`config.mk`:
```
export PLATFORM = sky130hd
export DESIGN_NAME = alu_md_controller
export DESIGN_NICKNAME = d
export VERILOG_FILES = /design/src/rtl/ALUType.sv /design/src/rtl/alu_md_controller.sv
export SDC_FILE = /design/constraint.sdc
export NUM_CORES = 1
export LEC_CHECK = 0
export ABC_CLOCK_PERIOD_IN_PS = 3750
export CAP_MARGIN = 20
export CORE_MARGIN = 4
export CORE_UTILIZATION = 56
export CTS_CLUSTER_SIZE = 16
export DETAILED_ROUTE_END_ITERATION = 8
export PLACE_DENSITY = 0.86
export SYNTH_ARGS = -nofsm -noshare
export SYNTH_HDL_FRONTEND = slang
export SYNTH_SLANG_ARGS = --single-unit
```
`constraint.sdc`:
```
create_clock -name clk -period 3.75 [get_ports clk]
set_input_delay 0.75 -clock clk [delete_from_list [all_inputs] [get_ports clk]]
set_output_delay 0.75 -clock clk [all_outputs]
set_load 0.01 [all_outputs]
```
`src/rtl/ALUType.sv`:
```
// ALUType: ALU command encoding shared by the decoder and the ALU datapath.
package ALUType;
    typedef enum logic [3:0] {
        NONE, ADD, SUB, AND, OR, XOR, NOR, SLL, SRL, SRA,
        LESS_THAN, LESS_THAN_U, LUI, EQUAL
    } alu_cmd_t;
endpackage

```
`src/rtl/alu_md_controller.sv`:
```
// alu_md_controller: MIPS ALU command decoder plus iterative multiply/divide unit owning HI/LO.
//   clk, rst            : clock, synchronous active-high reset
//   valid_in            : instruction on opcode/funct is live
//   opcode, funct       : instruction fields
//   rs_val, rt_val      : operands (dividend/multiplicand, divisor/multiplier)
//   alu_cmd_out, wb_sel : decoded ALU command and writeback source (0=ALU, 1=HI, 2=LO)
//   stall               : hold the current instruction while the MDU is busy
//   md_busy             : MDU is not idle
//   hi_out, lo_out      : HI/LO registers
// Optional macro ALU_MTHILO_EN adds mthi/mtlo writes to HI/LO.
module alu_md_controller #(
    parameter int XLEN = 32
) (
    input  logic              clk,
    input  logic              rst,
    input  logic              valid_in,
    input  logic [5:0]        opcode,
    input  logic [5:0]        funct,
    input  logic [XLEN-1:0]   rs_val,
    input  logic [XLEN-1:0]   rt_val,
    output ALUType::alu_cmd_t alu_cmd_out,
    output logic [1:0]        wb_sel,
    output logic              stall,
    output logic              md_busy,
    output logic [XLEN-1:0]   hi_out,
    output logic [XLEN-1:0]   lo_out
);
    import ALUType::*;
    localparam int CNT_W = $clog2(XLEN + 1);
    localparam logic [CNT_W-1:0] LAST = CNT_W'(XLEN - 1);
    typedef enum logic [1:0] {IDLE, RUN, FIX} state_t;
    state_t state, state_n;
    logic [CNT_W-1:0] cnt;
    logic [2*XLEN-1:0] acc, acc_step, prod_fix;
    logic [XLEN-1:0] opb, a_mag, b_mag, d_diff, quo_fix, rem_fix;
    logic [XLEN:0] m_sum, d_sh;
    logic op_div, neg_q, neg_r, s_a, s_b;
    logic r_type, is_mult, is_div, is_md, is_mfhi, is_mflo, is_mthi, is_mtlo, accept;

    assign r_type  = opcode == 6'h00;
    assign is_mult = r_type && funct[5:1] == 5'h0C;
    assign is_div  = r_type && funct[5:1] == 5'h0D;
    assign is_md   = is_mult | is_div;
    assign is_mfhi = r_type && funct == 6'h10;
    assign is_mflo = r_type && funct == 6'h12;
`ifdef ALU_MTHILO_EN
    assign is_mthi = r_type && funct == 6'h11;
    assign is_mtlo = r_type && funct == 6'h13;
`else
    assign is_mthi = 1'b0;
    assign is_mtlo = 1'b0;
`endif
    assign stall  = valid_in & (is_md | is_mfhi | is_mflo | is_mthi | is_mtlo) & md_busy;
    assign accept = valid_in & is_md & ~stall & (state == IDLE);
    assign wb_sel = is_mfhi ? 2'd1 : is_mflo ? 2'd2 : 2'd0;

    // funct[0] clear selects the signed variant (mult/div); work on magnitudes
    assign s_a   = ~funct[0] & rs_val[XLEN-1];
    assign s_b   = ~funct[0] & rt_val[XLEN-1];
    assign a_mag = s_a ? -rs_val : rs_val;
    assign b_mag = s_b ? -rt_val : rt_val;

    // multiply: acc = {partial product, remaining multiplier}, shifting right
    assign m_sum = {1'b0, acc[2*XLEN-1:XLEN]} + {1'b0, acc[0] ? opb : {XLEN{1'b0}}};
    // divide: acc = {remainder, dividend/quotient}, shifting left; a zero divisor
    // always subtracts, giving an all-ones quotient and the dividend as remainder
    assign d_sh   = {acc[2*XLEN-1:XLEN], acc[XLEN-1]};
    assign d_diff = d_sh[XLEN-1:0] - opb;
    assign acc_step = !op_div ? {m_sum, acc[XLEN-1:1]}
                    : d_sh >= {1'b0, opb} ? {d_diff, acc[XLEN-2:0], 1'b1}
                    : {d_sh[XLEN-1:0], acc[XLEN-2:0], 1'b0};

    assign prod_fix = neg_q ? -acc : acc;
    assign quo_fix  = neg_q ? -acc[XLEN-1:0] : acc[XLEN-1:0];
    assign rem_fix  = neg_r ? -acc[2*XLEN-1:XLEN] : acc[2*XLEN-1:XLEN];

    always_comb begin
        alu_cmd_out = NONE;
        if (r_type) begin
            case (funct)
                6'h20, 6'h21: alu_cmd_out = ADD;
                6'h22, 6'h23: alu_cmd_out = SUB;
                6'h24:        alu_cmd_out = AND;
                6'h25:        alu_cmd_out = OR;
                6'h26:        alu_cmd_out = XOR;
                6'h27:        alu_cmd_out = NOR;
                6'h00, 6'h04: alu_cmd_out = SLL;
                6'h02, 6'h06: alu_cmd_out = SRL;
                6'h03, 6'h07: alu_cmd_out = SRA;
                6'h2A:        alu_cmd_out = LESS_THAN;
                6'h2B:        alu_cmd_out = LESS_THAN_U;
                default:      alu_cmd_out = NONE;
            endcase
        end else begin
            case (opcode)
                6'h08, 6'h09: alu_cmd_out = ADD;
                6'h0C:        alu_cmd_out = AND;
                6'h0D:        alu_cmd_out = OR;
                6'h0E:        alu_cmd_out = XOR;
                6'h0A:        alu_cmd_out = LESS_THAN;
                6'h0B:        alu_cmd_out = LESS_THAN_U;
                6'h0F:        alu_cmd_out = LUI;
                6'h04, 6'h05: alu_cmd_out = EQUAL;
                default:      alu_cmd_out = NONE;
            endcase
        end
    end

    always_comb begin
        state_n = state;
        case (state)
            IDLE:    state_n = accept ? RUN : IDLE;
            RUN:     state_n = cnt == LAST ? FIX : RUN;
            default: state_n = IDLE;
        endcase
    end

    always_ff @(posedge clk) begin
        state <= rst ? IDLE : state_n;
    end

    always_ff @(posedge clk) begin
        if (rst) begin
            cnt     <= '0;
            acc     <= '0;
            opb     <= '0;
            op_div  <= 1'b0;
            neg_q   <= 1'b0;
            neg_r   <= 1'b0;
            hi_out  <= '0;
            lo_out  <= '0;
            md_busy <= 1'b0;
        end else begin
            md_busy <= state_n != IDLE;
            if (accept) begin
                acc    <= {{XLEN{1'b0}}, a_mag};
                opb    <= b_mag;
                op_div <= is_div;
                neg_q  <= s_a ^ s_b;
                neg_r  <= s_a;
                cnt    <= '0;
            end else if (state == RUN) begin
                acc <= acc_step;
                cnt <= cnt + 1'b1;
            end
            if (state == FIX) begin
                hi_out <= op_div ? rem_fix : prod_fix[2*XLEN-1:XLEN];
                lo_out <= op_div ? quo_fix : prod_fix[XLEN-1:0];
            end else if (valid_in && state == IDLE) begin
                if (is_mthi) hi_out <= rs_val;
                if (is_mtlo) lo_out <= rs_val;
            end
        end
    end
endmodule

```
==> impl_metrics.env <==
export IMPL_drtAntennaViolNets=0
export IMPL_ys_ff_latch=172
export IMPL_cts_buffers=17
export IMPL_final_common_cell="nor2_1"
export IMPL_yosysTopAreaCell="dfxtp_1"
export IMPL_synth_avg_cell_area_um2=7.48
export IMPL_ios=151
export IMPL_reg2reg_to="acc[63]"
export IMPL_fin_area_um2=16100
export IMPL_p_total_mw=4.04
export IMPL_rr_startpoint="acc[0]"
export IMPL_p_per_area_nw_per_um2=251
export IMPL_path_cells="clkinvlp_4 > nor2_1 > ha_1 > or4_1 > o311a_1 > and2_1 > a221o_1 > a31oi_1 > nand4b_1 > a311oi_1 > nand3_1 > o21ai_0 > a211oi_1 > o21ai_0"
export IMPL_gr_total_overflow=0
export IMPL_yosysSeqAreaShare_pct=26.0
export IMPL_rr_worst_depth=14
export IMPL_status="complete, no violations"
export IMPL_start_util_pct=56.7
export IMPL_maxSlewViolCount=0
export IMPL_die_width_um=162
export IMPL_path_clk_slew_ns=0.08
export IMPL_die_h_um=162
export IMPL_crit_end="acc[63]"
export IMPL_drc_errors=0
export IMPL_firstDrtPassIters=7
export IMPL_wl_mm=42.0
export IMPL_setup_viol=0
export IMPL_crit_top_cell="o21ai_0"
export IMPL_startpoint_type="flop"
export IMPL_finalNonFillerCells=2249
export IMPL_vdd_drop_max_v=0.000270
export IMPL_synth_cells=1773
export IMPL_cts_tree="done"
export IMPL_fmax_mhz=277
export IMPL_max_cap_violations=0
export IMPL_nets=2071
export IMPL_cp_max_fo=7
export IMPL_p_leak_nw=6.14
export IMPL_layout_drive_gt1_share_pct=8.29
export IMPL_netlist_top_cells_area="dfxtp_1 26%, ha_1 6.9%, nor2_1 6.9%"
export IMPL_final_util_pct=68.7
export IMPL_worstSetupEndpointType="flop"
export IMPL_grt_usage_pct=30.9
export IMPL_final_cell_mix="242 x nor2_1, 170 x dfxtp_1, 159 x a21oi_1, 149 x clkdlybuf4s50_1, 148 x nand2_1"
export IMPL_core_area_um2=23400
export IMPL_max_stage_delay_ns=0.51
export IMPL_slew_limit_headroom_pct=37.5
export IMPL_placed_cells=2214
export IMPL_cts_hold_buf=0
export IMPL_io_buffers=150
export IMPL_clockRootBuffer="clkbuf_16"
export IMPL_antenna_found_initial=0
export IMPL_path_class="reg -> reg"
export IMPL_grt_pass1_vias=13000
export IMPL_synthFlopType="dfxtp_1"
export IMPL_slowest_stage="or4_1"
export IMPL_async_flop_share_pct=0
export IMPL_die_area_um2=26200
export IMPL_htreeDepth=4
export IMPL_hold_viol_final=0
export IMPL_critical_path_arrival_ns=3.93
export IMPL_vias=14000
export IMPL_synth_cell_type_count=73
export IMPL_clock_path_buffers=2
export IMPL_critPathRequiredTime_ns=4.08
export IMPL_area_growth_pct=21.3
export IMPL_cp_startpoint="acc[0]"
export IMPL_tightest_slew_ns=0.935
export IMPL_synth_warnings=0
export IMPL_cts_sinks=172
export IMPL_nFillCells=1988
export IMPL_place_area_um2=15400
export IMPL_grt_max_degree=71
export IMPL_hp_class="reg -> reg"
export IMPL_std_cell_rows=56
export IMPL_synth_edff_count=0
export IMPL_r2r_setup_slack_ns=0.14
export IMPL_synth_top_area_share_pct=26.0
export IMPL_dpl_hpwl_mm=31.9
export IMPL_drtIter0Drc=1693
export IMPL_wl_per_cell_um=18.7
export IMPL_fin_crit_ns=3.61
export IMPL_syn_nets=1927
export IMPL_insertedDiodeCount=0
export IMPL_gp_congestion=0.969
export IMPL_fin_worst_skew_ns=0.0218
export IMPL_syn_area_um2=13300
export IMPL_worstSkewPairLatency_ns=0.45
export IMPL_grt_first_pass_wirelength_mm=66.7
export IMPL_routed_via_density=6.23
export IMPL_min_period_over_period_pct=96.2
export IMPL_rsz0062_at_grt="true"
## critical path: cells and delay by family, from the launching register on
kind	cells	cell delay [ns]
buffers and inverters	1	0.20
adder cells (fa/ha/maj)	1	0.25
AND/OR/NAND/NOR	5	1.22
flip-flops	1	0.41
AO/OA/AOI/OAI	7	1.42
## through the flow
| step | setup slack, ns | TNS (ns) | hold WS, ns |
|---|---|---|---|
| floorplan | 0.410 | 0 | 0.432 |
| global placement | -0.00182 | -0.00182 | 0.440 |
| detailed placement | -0.0600 | -0.0600 | 0.447 |
| CTS | 0.0571 | 0 | 0.456 |
| global route | 0.00381 | 0 | 0.475 |
| finish | 0.142 | 0 | 0.453 |
## registers in the layout (all words and copies together), names as in the netlist
name,flops
md_busy,1
acc,64
lo_out,32
state,2
opb,32
neg_r,1
op_div,1
cnt,6
neg_q,1
hi_out,32
## logic make-up after synthesis
kind of cell / synth area share (%)
AO/OA/AOI/OAI: 27.4
XOR/XNOR: 11.2
adder cells (fa/ha/maj): 7.19
buffers and inverters: 5.10
flip-flops: 26.0
multiplexers: 2.97
AND/OR/NAND/NOR: 20.2
## synth_stat cells, types with 4 or more instances
master    instances
o21bai_1         10
nor4_1           23
or4_1            16
nand4_1          15
or3_1            17
and3_1           11
o31ai_1          22
o21ai_0         111
nand2b_1         13
buf_1            13
o22ai_1           9
dfxtp_1         172
o221ai_1          5
xnor2_1          82
nand2_1         148
a21oi_1         159
a31oi_1          14
o21a_1           10
ha_1             73
nor2b_1          11
mux2i_1          36
clkbuf_1         96
o211ai_1         19
xor2_1           88
a211oi_1        119
nor2_1          242
a31o_2            5
and2_1            4
a311oi_1          7
or2_2             4
nand3_1          28
nor3_1           31
a21o_1           26
inv_1            58
o41ai_1          14
## worst min path at each step
stage	start	endpoint	slack [ns]	cells past startpoint
detailed placement	hi_out[20]	hi_out[20]	0.45	2
floorplan	opb[25]	opb[25]	0.43	2
global route	lo_out[13]	lo_out[13]	0.48	2
finish	hi_out[20]	hi_out[20]	0.45	2
global placement	hi_out[5]	hi_out[5]	0.44	2
CTS	hi_out[20]	hi_out[20]	0.46	2
## metal layers
layer  vias to the layer above  routed length, um  track usage [%]
met3                        85               4100             5.91
met4                         0               1030             9.42
met5                         -                  0                0
li1                       6723                  -                -
met2                       728              18500             48.1
met1                      6486              18400             43.5
## power by group
group,switching [mW],internal (mW)
sequential,0.00114,1.82
combinational,0.180,0.160
clock,0.911,0.966
total,1.09,2.95
## layout make-up
class,instances,area [um2],share of cell area [%]
Multi-Input combinational cell,1427,9190,57.1
Sequential cell,172,3450,21.4
Timing Repair Buffer,240,2200,13.7
Clock buffer,17,425,2.64
Tap cell,319,399,2.48
Inverter,59,225,1.40
Clock inverter,15,203,1.26
## what timing repair did
item                                    CTS  global route
endpoints found under the setup margin    2            12
resized for setup                         1             7
setup buffers                             0             3
Power figures use the tool's default switching activity.
